## src/rtl/otter_pkg.sv

```systemverilog
// Shared types for the OTTER pipeline control slice: PC mux encodings,
// major opcodes and the flow-controller state constants.
package otter_pkg;

    typedef enum logic [2:0] {
        PC_PLUS4  = 3'b000,
        PC_JALR   = 3'b001,
        PC_BRANCH = 3'b010,
        PC_JAL    = 3'b011,
        PC_INT    = 3'b100,
        PC_MRET   = 3'b101
    } pc_src_t;

    typedef enum logic [6:0] {
        OP_LUI    = 7'b0110111,
        OP_AUIPC  = 7'b0010111,
        OP_JAL    = 7'b1101111,
        OP_JALR   = 7'b1100111,
        OP_BRANCH = 7'b1100011,
        OP_LOAD   = 7'b0000011,
        OP_STORE  = 7'b0100011,
        OP_IMM    = 7'b0010011,
        OP_REG    = 7'b0110011,
        OP_SYS    = 7'b1110011
    } opcode_t;

    typedef logic [1:0] flow_state_t;

    localparam flow_state_t RUN   = 2'd0;
    localparam flow_state_t FLUSH = 2'd1;
    localparam flow_state_t DRAIN = 2'd2;
    localparam flow_state_t TAKE  = 2'd3;

endpackage

```

## src/rtl/otter_load_use_det.sv

```systemverilog
// Load-use hazard detect: the EX load writes a register the ID instruction reads.
// Purely combinational; x0 never creates a dependency.
module otter_load_use_det (
    input  logic       ex_valid,
    input  logic       ex_is_load,
    input  logic [4:0] ex_rd,
    input  logic [4:0] id_rs1,
    input  logic [4:0] id_rs2,
    input  logic       id_rs1_used,
    input  logic       id_rs2_used,
    output logic       load_use
);

    logic rs1_hit;
    logic rs2_hit;

    always_comb begin
        rs1_hit  = id_rs1_used && (id_rs1 == ex_rd);
        rs2_hit  = id_rs2_used && (id_rs2 == ex_rd);
        load_use = ex_valid && ex_is_load && (ex_rd != 5'd0) && (rs1_hit || rs2_hit);
    end

endmodule

```

## src/rtl/otter_flow_ctrl.sv

```systemverilog
// OTTER pipeline flow controller: PC select/enable and IF/ID, ID/EX stall/flush.
// Define OTTER_FLOW_PERF_EN to add the STALL_CNT / FLUSH_CNT performance counters.
//
// state | meaning
// RUN   | normal issue; handles load-use bubbles, redirects and interrupt entry
// FLUSH | one cycle after a redirect/vector; squashes the wrong-path fetch
// DRAIN | fetch held off while older instructions retire before interrupt entry
// TAKE  | INT_TAKEN pulse, PC <- mtvec
module otter_flow_ctrl
    import otter_pkg::*;
#(
    parameter int DRAIN_CYCLES = 3
) (
    input  logic        CLK,
    input  logic        RST,
    input  logic        EX_VALID,
    input  logic [2:0]  EX_PC_SRC,
    input  logic [4:0]  EX_RD,
    input  logic        EX_IS_LOAD,
    input  logic [4:0]  ID_RS1,
    input  logic [4:0]  ID_RS2,
    input  logic        ID_RS1_USED,
    input  logic        ID_RS2_USED,
    input  logic        MEM_BUSY,
    input  logic        INTR,
    input  logic        MIE,
    output logic [2:0]  PC_SEL,
    output logic        PC_WRITE,
    output logic        IF_ID_WRITE,
    output logic        IF_ID_FLUSH,
    output logic        ID_EX_FLUSH,
    output logic        INT_TAKEN
`ifdef OTTER_FLOW_PERF_EN
    ,
    output logic [31:0] STALL_CNT,
    output logic [31:0] FLUSH_CNT
`endif
);

    localparam int CW = $clog2(DRAIN_CYCLES + 1);
    localparam logic [CW-1:0] CNT_RELOAD = CW'(DRAIN_CYCLES - 1);
    // With a single drain cycle the entry cycle itself is the whole drain.
    localparam flow_state_t DRAIN_NEXT = (DRAIN_CYCLES == 1) ? TAKE : DRAIN;

    flow_state_t   state_q, state_d;
    logic [CW-1:0] cnt_q, cnt_d;
    logic          redirect;
    logic          load_use;

    otter_load_use_det u_load_use_det (
        .ex_valid    (EX_VALID),
        .ex_is_load  (EX_IS_LOAD),
        .ex_rd       (EX_RD),
        .id_rs1      (ID_RS1),
        .id_rs2      (ID_RS2),
        .id_rs1_used (ID_RS1_USED),
        .id_rs2_used (ID_RS2_USED),
        .load_use    (load_use)
    );

    assign redirect = EX_VALID && (EX_PC_SRC != PC_PLUS4);

    always_comb begin
        PC_SEL      = PC_PLUS4;
        PC_WRITE    = 1'b1;
        IF_ID_WRITE = 1'b1;
        IF_ID_FLUSH = 1'b0;
        ID_EX_FLUSH = 1'b0;
        INT_TAKEN   = 1'b0;
        state_d     = state_q;
        cnt_d       = cnt_q;

        if (RST) begin
            PC_WRITE    = 1'b0;
            IF_ID_WRITE = 1'b0;
            IF_ID_FLUSH = 1'b1;
            ID_EX_FLUSH = 1'b1;
            state_d     = RUN;
            cnt_d       = '0;
        end else if (MEM_BUSY) begin
            PC_WRITE    = 1'b0;
            IF_ID_WRITE = 1'b0;
        end else begin
            case (state_q)
                TAKE: begin
                    INT_TAKEN   = 1'b1;
                    PC_SEL      = PC_INT;
                    IF_ID_FLUSH = 1'b1;
                    ID_EX_FLUSH = 1'b1;
                    state_d     = FLUSH;
                end
                DRAIN: begin
                    IF_ID_FLUSH = 1'b1;
                    // mepc must be the redirect target, so the drain restarts behind it.
                    if (redirect) begin
                        PC_SEL      = EX_PC_SRC;
                        ID_EX_FLUSH = 1'b1;
                        cnt_d       = CNT_RELOAD;
                        state_d     = DRAIN_NEXT;
                    end else begin
                        PC_WRITE = 1'b0;
                        if (cnt_q <= CW'(1)) begin
                            cnt_d   = '0;
                            state_d = TAKE;
                        end else begin
                            cnt_d = cnt_q - CW'(1);
                        end
                    end
                end
                default: begin
                    if (redirect) begin
                        PC_SEL      = EX_PC_SRC;
                        IF_ID_FLUSH = 1'b1;
                        ID_EX_FLUSH = 1'b1;
                        state_d     = FLUSH;
                    end else if (state_q == FLUSH) begin
                        IF_ID_FLUSH = 1'b1;
                        state_d     = RUN;
                    end else if (load_use) begin
                        PC_WRITE    = 1'b0;
                        IF_ID_WRITE = 1'b0;
                        ID_EX_FLUSH = 1'b1;
                    end else if (INTR && MIE) begin
                        PC_WRITE    = 1'b0;
                        IF_ID_FLUSH = 1'b1;
                        cnt_d       = CNT_RELOAD;
                        state_d     = DRAIN_NEXT;
                    end
                end
            endcase
        end
    end

    always_ff @(posedge CLK) begin
        if (RST) begin
            state_q <= RUN;
            cnt_q   <= '0;
        end else begin
            state_q <= state_d;
            cnt_q   <= cnt_d;
        end
    end

`ifdef OTTER_FLOW_PERF_EN
    logic        stall_ev;
    logic        flush_ev;
    logic [31:0] stall_cnt_q, stall_cnt_d;
    logic [31:0] flush_cnt_q, flush_cnt_d;

    always_comb begin
        stall_ev    = !RST && !MEM_BUSY && (state_q == RUN) && !redirect && load_use;
        flush_ev    = !RST && !MEM_BUSY && ((state_q == TAKE) || redirect);
        stall_cnt_d = stall_cnt_q + {31'd0, stall_ev};
        flush_cnt_d = flush_cnt_q + {31'd0, flush_ev};
    end

    always_ff @(posedge CLK) begin
        if (RST) begin
            stall_cnt_q <= '0;
            flush_cnt_q <= '0;
        end else begin
            stall_cnt_q <= stall_cnt_d;
            flush_cnt_q <= flush_cnt_d;
        end
    end

    assign STALL_CNT = stall_cnt_q;
    assign FLUSH_CNT = flush_cnt_q;
`endif

endmodule

```

## config.mk

```make
export PLATFORM = sky130hd
export DESIGN_NAME = otter_flow_ctrl
export DESIGN_NICKNAME = d
export VERILOG_FILES = /design/src/rtl/otter_pkg.sv /design/src/rtl/otter_load_use_det.sv /design/src/rtl/otter_flow_ctrl.sv
export SDC_FILE = /design/constraint.sdc
export NUM_CORES = 1
export LEC_CHECK = 0
export CORE_MARGIN = 2
export CORE_UTILIZATION = 35
export CTS_CLUSTER_SIZE = 24
export DETAILED_ROUTE_END_ITERATION = 6
export HOLD_SLACK_MARGIN = 0.03
export PLACE_DENSITY = 0.74
export SLEW_MARGIN = 20
export SYNTH_ARGS = -nofsm -noshare
export SYNTH_HDL_FRONTEND = slang
export SYNTH_HIERARCHICAL = 1
export SYNTH_SLANG_ARGS = --single-unit
export TNS_END_PERCENT = 10
```

## constraint.sdc

```tcl
create_clock -name CLK -period 3.3 [get_ports CLK]
set_input_delay 0.825 -clock CLK [delete_from_list [all_inputs] [get_ports CLK]]
set_output_delay 0.825 -clock CLK [all_outputs]
set_load 0.02 [all_outputs]
```

==> results, run 1 <==
- The number of antenna violations at the first check in global routing is 0.
- The hold violation count in the final report was 0.
- In this run the most critical hold path is launched from cnt_q[0].
- The data arrival time of the critical path is 2.43 ns.
- In this run, post-CTS hold repair placed 0 buffers.
- The number of pins exceeding their max-slew limit in the final report is 0.
- STA classifies the critical path endpoint as an output port.
- The transition time at the pin with the least slew margin is 0.402 ns.
- In the final design database the tool counted 157 nets.
- The worst setup slack after placement is -0.725 ns.
- Dividing the detail-routed wire length by the instance count gives 14.3 um.
- The peak supply drop is 0.000202 V.
- The number of CTS-inserted buffers is 3.
- The total of buffers placed on input and output ports is 34.
- The post-route clock period utilization is 98.7%.
- The mapped netlist covers 619 sq um.
- At the later pin of the worst-skew pair, clock insertion delay measures 0.24 ns.
- In this run switching power makes up 37.0% of total power.
- Of all nets on the critical path, the largest fanout is 4.
- The number of iterations in the first detailed-routing pass is 4.
- The area added between synthesis and finish is 81.4%.
- Counting every net in the synthesized netlist gives 106.
- STA puts the critical path data required time at 2.47 ns.
- After synthesis, the mean cell area works out to 8.15 sq um.
- STA classifies the critical path startpoint as a primary input.
- The total of max-cap violations is 0.
- The count of yosys warnings during synthesis is 6.
- The total power is 0.000273 W.
- The all-layer global routing usage is 19.1%.
- The clock group share of total power is 22.4%.
- At the end of routability-driven placement, the weighted congestion stood at 0.773.
- The area of the die is 2120 sq um.
- CTS built an H-tree with a depth of 1.
- For flop-to-flop paths, the worst setup slack is 1.28 ns.
- TritonCTS built the clock tree.
- Timing would allow up to 307 MHz.
- The half-perimeter wire length of the detailed placement result is 1550 um.
- The library cells used most frequently in the layout, excluding fill and tap cells, are sky130_fd_sc_hd__buf_4, sky130_fd_sc_hd__clkdlybuf4s50_1, sky130_fd_sc_hd__dlymetal6s2s_1, sky130_fd_sc_hd__xor2_1, sky130_fd_sc_hd__nor2_1.
- The launching point of the worst reg2reg path is state_q[1].
- Setup repair after global routing left no endpoint under its margin.
- The floorplan core area is 1690 sq um.
- For this design the total switching power over the nets is 0.000101 W.
- The repair_antennas step left the layout with diodes totalling 0.
- Once the floorplan was initialized, standard cells occupied 36.7% of the core.
- In this run the vertical extent of the chip is 46.1 um.
- The worst-case hold path end point is cnt_q[0].
- The highest-utilization routing layer at the global route stage is met2.
- The total global routing overflow is 0.
- Yosys mapped the design onto 36 distinct sky130hd cell types.
- The total vias in the final route is 778.
- Setup violations remaining at the end of the flow were counted as 0.
- During I/O placement, the number of pins put on the boundary was 35.
- The register share of total power is 21.6%.
- The path depth of the worst reg2reg path is 5.
- The endpoint identified for the worst register-to-register timing path is state_q[1].
- The post-detailed-routing wire length is 2030 um.
- The count of cells in the finished layout, fillers not included, comes to 142.
- For met2 alone, demand over resource in global routing was 35.3%.
- The dominant cell type by count on the critical path is sky130_fd_sc_hd__buf_4.
- The via count of the first global-routing pass was 738.
- The met3 track demand over resource in global routing is 7.84%.
- For this run, the register share of the synthesized area comes to 12.9%.
- The shortest clock period the worst path allows after layout is 3.26 ns.
- The longest clock path from root to sink contains 2 buffers.
- The first global-routing pass estimated 2990 um of wire.
- The worst setup path is of the primary input to output port kind.
- The register bit total from synthesis is 4.
- The clock transition at the register clock pins on the worst setup and hold paths after CTS is 0.04 ns.
- The number of instances on the worst hold path is 1.
- The number of rows created at floorplan is 15.
- For this design the ratio of total power to cell area is 243 nW/um^2.
- The first routing iteration left 7 violations.
- The width of the die is 46.1 um.
- The leading cell type in the layout, fill and taps excluded is sky130_fd_sc_hd__buf_4.
- The number of antenna-violating nets in the routed design is 0.
- The flow ran to the end, and the final reports show no timing, DRC or antenna violations.
- The global routing met1 resource utilization is 21.5%.
- The reported leakage power is 0.518 nW.
- On the worst path, the slowest cell contributes a delay of 0.53 ns.
- The pin count of the biggest net entering global routing is 11.
- After detailed routing, the number of remaining DRC violations is 0.
- The TritonCTS sink count is 4.
- In the final layout, the share of cells above drive strength 1 is 32.8%.
- The number of cells produced by synthesis is 76.
- The worst-case headroom to the max-slew limit is 73.0%.
- The critical path goes through clkbuf_2 > or4_4 > o211ai_2 > a21oi_4 > buf_4 > buf_4 > a311oi_2 > buf_4.
- The utilization after layout is 66.5%.
- The via density per instance is 5.48.
- Per report_power, the combinational group accounts for 56.1% of the total.
- The worst min-delay path category is flip-flop to flip-flop.
- The slowest cell on the critical path is sky130_fd_sc_hd__or4_4.
- The cell sitting at the root of the clock tree is a sky130_fd_sc_hd__clkbuf_4.
- Between clock sinks in the finished design, the worst skew comes to 0.00416 ns.
- The post-layout worst setup margin is 0.0436 ns.
- Counting tap cells, the placed design contains a total of 137 instances.
- The internal power of the cells totals 0.000172 W.
-- final cells by class --
cell class              count  area (sq um)
fillers                   153           566
multi-input cells          65           552
repair buffers             49           433
flip-flops and latches      4          80.1
clock buffers               3          22.5
well taps                  17          21.3
inverters                   4          15.0
-- metrics by stage --
| stage | TNS [ns] | area [sq um] | hold slack [ns] |
|---|---|---|---|
| floorplan | 0 | 619 | 0.413 |
| finish | 0 | 1120 | 0.433 |
| global placement | -2.66 | 1060 | 0.426 |
| global route | 0 | 1120 | 0.469 |
| detailed placement | -2.97 | 1060 | 0.435 |
| CTS | -0.0913 | 1070 | 0.441 |
-- worst max path at each step --
stage	start	endpoint	slack (ns)	depth (start not counted)
final	EX_RD[0]	IF_ID_WRITE	0.04	8
after global routing	EX_RD[4]	IF_ID_FLUSH	0.002	10
after CTS	ID_RS1[0]	IF_ID_FLUSH	-0.08	9
after detailed placement	EX_RD[4]	IF_ID_FLUSH	-0.73	10
after global placement	EX_RD[4]	IF_ID_FLUSH	-0.67	10
after floorplan	EX_RD[2]	PC_WRITE	0.11	6
-- cells in the mapped netlist --
cell type | count | area (sq um)
sky130_fd_sc_hd__and3b_1 | 1 | 8.76
sky130_fd_sc_hd__inv_1 | 3 | 11.3
sky130_fd_sc_hd__o32ai_1 | 1 | 8.76
sky130_fd_sc_hd__nand4_1 | 1 | 6.26
sky130_fd_sc_hd__o2bb2ai_1 | 1 | 8.76
sky130_fd_sc_hd__o21bai_1 | 2 | 15.0
sky130_fd_sc_hd__xnor2_1 | 2 | 17.5
sky130_fd_sc_hd__clkbuf_1 | 2 | 7.51
sky130_fd_sc_hd__nand2_1 | 3 | 11.3
sky130_fd_sc_hd__or4_1 | 1 | 7.51
sky130_fd_sc_hd__nor4b_1 | 1 | 8.76
sky130_fd_sc_hd__mux2i_1 | 1 | 10.0
sky130_fd_sc_hd__o21ai_0 | 3 | 15.0
sky130_fd_sc_hd__dfxtp_1 | 4 | 80.1
sky130_fd_sc_hd__a211oi_1 | 3 | 22.5
sky130_fd_sc_hd__o31a_1 | 1 | 8.76
sky130_fd_sc_hd__buf_6 | 1 | 11.3
sky130_fd_sc_hd__and2_1 | 2 | 12.5
sky130_fd_sc_hd__o31ai_1 | 2 | 15.0
sky130_fd_sc_hd__nor3_1 | 3 | 15.0
sky130_fd_sc_hd__inv_2 | 1 | 3.75
sky130_fd_sc_hd__mux2_4 | 1 | 15.0
sky130_fd_sc_hd__nand3_1 | 3 | 15.0
sky130_fd_sc_hd__xor2_1 | 8 | 70.1
sky130_fd_sc_hd__or3_1 | 2 | 12.5
sky130_fd_sc_hd__ha_1 | 3 | 37.5
sky130_fd_sc_hd__nand2b_1 | 1 | 6.26
sky130_fd_sc_hd__a21oi_2 | 1 | 8.76
sky130_fd_sc_hd__a311oi_1 | 1 | 8.76
sky130_fd_sc_hd__nor2_1 | 6 | 22.5
sky130_fd_sc_hd__a2111oi_4 | 2 | 55.1
sky130_fd_sc_hd__a21oi_1 | 4 | 20.0
sky130_fd_sc_hd__nor4_1 | 2 | 12.5
sky130_fd_sc_hd__a41o_1 | 1 | 10.0
sky130_fd_sc_hd__nor3b_1 | 1 | 7.51
sky130_fd_sc_hd__o211ai_2 | 1 | 12.5
-- cell families after synthesis --
group / after synthesis / share of synthesized area, %
AOI/OAI and AO/OA: 23 / 33.7
xor gates and xnor gates: 10 / 14.1
adders and majority gates: 3 / 6.06
buffers and inverters: 7 / 5.45
DFF: 4 / 12.9
muxes: 2 / 4.04
and+or+nand+nor: 27 / 23.6
-- power groups by stage --
| stage | combinational (W) | sequential (W) | clock [W] |
|---|---|---|---|
| 2_1_floorplan | 0.0000799 | 0.0000583 | 0 |
| 3_3_place_gp | 0.000146 | 0.0000595 | 0 |
| 3_5_place_dp | 0.000149 | 0.0000599 | 0 |
| 4_1_cts | 0.000145 | 0.0000589 | 0.0000636 |
| 5_1_grt | 0.000165 | 0.0000595 | 0.0000689 |
| 6_report | 0.000153 | 0.0000589 | 0.0000611 |
-- per-layer routing --
metal	up-vias	part of all wire, %	wire length (um)
met2	29	50	1020
met4	0	0	0
met1	361	41	834
met5	-	0	0
li1	388	-	-
met3	0	8.7	176
-- state kept, by name (all words and copies together), names as in the netlist --
register / count
state_q: 2
cnt_q: 2
-- critical path: cells and delay by family --
kind            cells  cell delay [ns]
simple gates        1             0.53
buf+inv             4             0.55
compound gates      3             0.52
-- repair_timing --
item                       in CTS  in global routing
buffers inserted                1                  1
gates cloned                    0                  0
pin swaps                       5                 12
resized for setup              28                 29
setup endpoints to repair       6                  4
(Power assumes the default switching activity.)
==> run 2: changes to the inputs <==
Settings changed: ABC_AREA from default to 1, PLACE_DENSITY 0.74 to 0.72.
Clock period 3.3 ns to 3.1 ns, I/O delays scaled along.
==> run 2 against run 1 <==
Net effect: wire length rose by 0.64%; sequential power rose by 3%; clock skew fell by 0.0035 ns; register-to-register slack improved by 0.27 ns; critical path type unchanged.
==> results, run 2 <==
- The run finished with clean final reports.
- The total of buffers placed on input and output ports is 34 (unchanged).
- The share of async-settable or async-resettable flops after synthesis is 0% (unchanged).
- Leaving out fill and tap cells, the most frequent cell in the layout is sky130_fd_sc_hd__nand2_1.
- The register bit total from synthesis is 4 (unchanged).
- The count of distinct cell types in the synthesized netlist is 22 (-39%).
- The total global routing overflow is 0 (unchanged).
- In the layout the commonest cells are sky130_fd_sc_hd__nand2_1, sky130_fd_sc_hd__inv_1, sky130_fd_sc_hd__buf_4.
- The via density per instance is 4.39 (-20%).
- Summed over all instances, the cell type with the most area after synthesis is sky130_fd_sc_hd__nand2_1.
- The detailed-route DRC error count was 0 (unchanged).
- The power density over cell area is 233 nW/um^2 (-4.1%).
- The clock tree from TritonCTS is yes.
- The total nets after synthesis came to 161 (+52%).
- The worst-case headroom to the max-slew limit is 79.9% (+6.9 points).
- The hold violation count in the final report was 0 (unchanged).
- Among cell families on the critical path, the largest total delay comes from buffers and inverters.
- The number of pins exceeding their max-slew limit in the final report was 0 (unchanged).
- The number of CTS-inserted buffers is 3 (unchanged).
- The number of cells in the design after placement was 203 (+48%).
- Sorting the synthesized cells by how often they occur yields sky130_fd_sc_hd__nand2_1, sky130_fd_sc_hd__inv_1, sky130_fd_sc_hd__nor2_1.
- The cell area reported after detailed placement was 1140 sq um (+7.6%).
- The number of buffers on the longest clock path was 2 (unchanged).
- The final cell count without fillers is 207 (+46%).
- The tightest min-delay check is of the flip-flop to flip-flop type.
- Ranked by total cell area, the synthesized netlist is headed by sky130_fd_sc_hd__nand2_1, sky130_fd_sc_hd__dfxtp_1, sky130_fd_sc_hd__inv_1, sky130_fd_sc_hd__nor2_1, sky130_fd_sc_hd__nand3_1.
- The reported leakage power is 0.724 nW (+40%).
- The number of buffer and inverter instances along the worst setup path is 3 (-1).
- The total of max-cap violations is 0 (unchanged).
- The number of iterations in the first detailed-routing pass was 4 (unchanged).
- For this run, the top clock speed supported by timing is 335 MHz.
- The routed design could run at a clock period as short as 2.98 ns.
- The internal power summed over all cells is 0.000176 W (+2.2%).
- The switching fraction of total power is 38.2% (+1.2 points).
- The total vias in the final route is 909 (+17%).
- The height of the die was 48.3 um (+4.9%).
- The number of rows created at floorplan is 16 (+1).
- The count of yosys warnings during synthesis was 6 (unchanged).
- The first-pass GRT wire length came to 3750 um (+25%).
- The clock transition at the register clock pins on the worst setup and hold paths after CTS is 0.04 ns (about the same).
- The post-layout instance area is 1220 sq um (+8.8%).
- The most used flip-flop cell after synthesis is sky130_fd_sc_hd__dfxtp_1.
- The number of antenna-violating nets in the routed design was 0 (unchanged).
- In the final layout, the registers with the most flip-flops are cnt_q: 2 flops, state_q: 2 flops.
- The CTS H-tree depth came to 1 (unchanged).
- The TritonCTS sink count is 4 (unchanged).
- The largest stage delay on the critical path is 0.46 ns (-0.07 ns).
- The data arrival time of the critical path is 2.21 ns (-0.22 ns).
- The share of post-route cells with drive strength above 1 is 28.9% (-3.9 points).
- The nature of the critical path endpoint is an output port.
- The post-route clock period utilization is 96.3%.
- The required time at the endpoint of the critical path is 2.32 ns (-0.15 ns).
- The final worst clock skew came to 0.000642 ns (-0.00352 ns).
- The total of endpoints with negative setup slack in the final report is 0 (unchanged).
- The number of cells produced by synthesis is 131 (+72%).
- The all-layer global routing usage came to 19.1% (+0.051 points).
- The insertion delay of the later-clocked pin in the worst-skew pair is 0.23 ns (about the same).
- The floorplan core area is 1900 sq um (+13%).
- The post-synthesis area per instance is 5.24 sq um (-36%).
- The area of the mapped netlist is 687 sq um (+11%).
- The via count of the first global-routing pass is 919 (+25%).
- The number of top-level pins is 35 (unchanged).
- The share of the yosys chip area belonging to registers is 11.7% (-1.3 points).
- By instance count, the leading cell after synthesis is sky130_fd_sc_hd__nand2_1.
- The half-perimeter wire length of the detailed placement result is 1670 um (+7.7%).
- Setup repair after global routing left no endpoint under its margin.
- The dominant cell type by count on the critical path is sky130_fd_sc_hd__o21ai_1.
- The reported net switching power was 0.000109 W (+7.8%).
- The share of the synthesized area in the top cell type was 21.3% (+8.4 points).
- The post-detailed-routing wire length is 2050 um (+0.64%).
- The layout filler cell count is 183 (+20%).
- The maximum fanout encountered on the critical timing path was 2 (-2).
- The total number of nets in the final design is 212 (+35%).
- The width of the die is 48.3 um (+4.9%).
- The number of enable flip-flop cells after synthesis is 0 (unchanged).
- The tree is rooted in a sky130_fd_sc_hd__clkbuf_4.
- The tightest hold margin is 0.498 ns (+0.0656 ns).
- The register share of total power is 21.3% (-0.3 points).
- STA classifies the critical path startpoint as a primary input.
- The area of the die is 2330 sq um (+9.9%).
- The critical path is of the primary input to output port type.
- The post-layout worst setup margin is 0.115 ns (+0.0716 ns).
- The number of antenna violations at the first check in global routing is 0 (unchanged).
- The peak supply drop came to 0.000262 V (+30%).
- The slowest stage of the critical path belongs to the cell sky130_fd_sc_hd__clkdlybuf4s50_1.
- The worst setup slack after placement is -0.503 ns (+0.222 ns).
- The detailed-route wire length per cell came to 9.88 um (-31%).
- The placer's final routability congestion estimate came to 0.872 (+13%).
- The number of antenna repair diodes is 0 (unchanged).
- The number of violations reported at the end of detailed-routing iteration 0 is 13 (+6).
- Compared with the post-synthesis result, the final layout area differs by 78.0%.
- The pin count of the biggest net entering global routing is 8 (-3).
- The relative contribution of combinational cells to total power is 56.4% (+0.3 points).
- The clock group share of total power is 22.4% (about the same).
- Walking the worst path, the cells encountered are clkdlybuf4s50_1 > nand2_1 > nor2_2 > nand3_2 > a21oi_2 > inv_2 > o21ai_2 > o21ai_1 > o21ai_1 > buf_4.
- The initial core utilization came to 36.1% (-0.55 points).
- The transition time at the pin with the least slew margin is 0.300 ns (-0.102 ns).
run 2: power by group through the flow:
stage	clock (W)	sequential, W	combinational (W)
after floorplan	0	0.0000604	0.0000852
after global placement	0	0.0000612	0.000154
after detailed placement	0	0.0000614	0.000156
after CTS	0.0000686	0.0000606	0.000153
after global routing	0.0000730	0.0000611	0.000180
final	0.0000638	0.0000606	0.000161
run 2: final cells by class:
class	instances	area, sq um	area share (%)
inverters	27	101	8.29
flip-flops and latches	4	80.1	6.55
well taps	27	33.8	2.76
repair buffers	47	445	36.4
clock buffers	3	22.5	1.84
multi-input cells	99	539	44.1
run 2: kinds of logic after synthesis:
kind of cell             count (synthesis)  synth area share (%)
AO/OA/AOI/OAI                           14                  12.2
adder cells (fa/ha/maj)                  3                  5.47
AND/OR/NAND/NOR                         82                  54.3
flip-flops                               4                  11.7
buffers and inverters                   28                  16.4
run 2: repair_timing:
action | CTS | global route
endpoints found under the hold margin | 0 | 0
setup buffers | 0 | 1
hold buffers | 0 | 0
gates resized for setup | 32 | 23
pin swaps | 0 | 14
setup endpoints to repair | 8 | 4
run 2: per-stage QoR:
stage | total power, W | setup TNS [ns] | utilization (%)
CTS | 0.000282 | 0 | 60.1
finish | 0.000285 | 0 | 64.3
floorplan | 0.000146 | 0 | -
global route | 0.000314 | 0 | 64.3
global placement | 0.000216 | -1.98 | 59.9
detailed placement | 0.000218 | -2.06 | 59.9
run 2: final timing paths:
kind | startpoint | to | slack, ns | cells after the start
hold / removal | cnt_q[0] | cnt_q[0] | 0.50 | 2
hold reg to reg | cnt_q[0] | cnt_q[0] | 0.50 | 2
setup / recovery | ID_RS2_USED | ID_EX_FLUSH | 0.12 | 10
setup reg to reg | state_q[0] | state_q[0] | 1.55 | 8
run 2: worst register-to-register path: cells and delay by family (launching register included):
family                   cells  cell delay [ns]
buffers and inverters        1             0.08
AND/OR/NAND/NOR              6             0.71
adder cells (fa/ha/maj)      1             0.29
flip-flops                   1             0.37
run 2: routing by layer:
layer  part of all wire (%)  global-route usage, %  wire [um]  vias to the layer above
met1                     47                   26.3        952                      389
met4                      0                   1.43          0                        0
met2                     49                   31.9       1000                       18
li1                       -                      -          -                      502
met5                      0                      0          0                        -
met3                    4.3                   4.32         88                        0
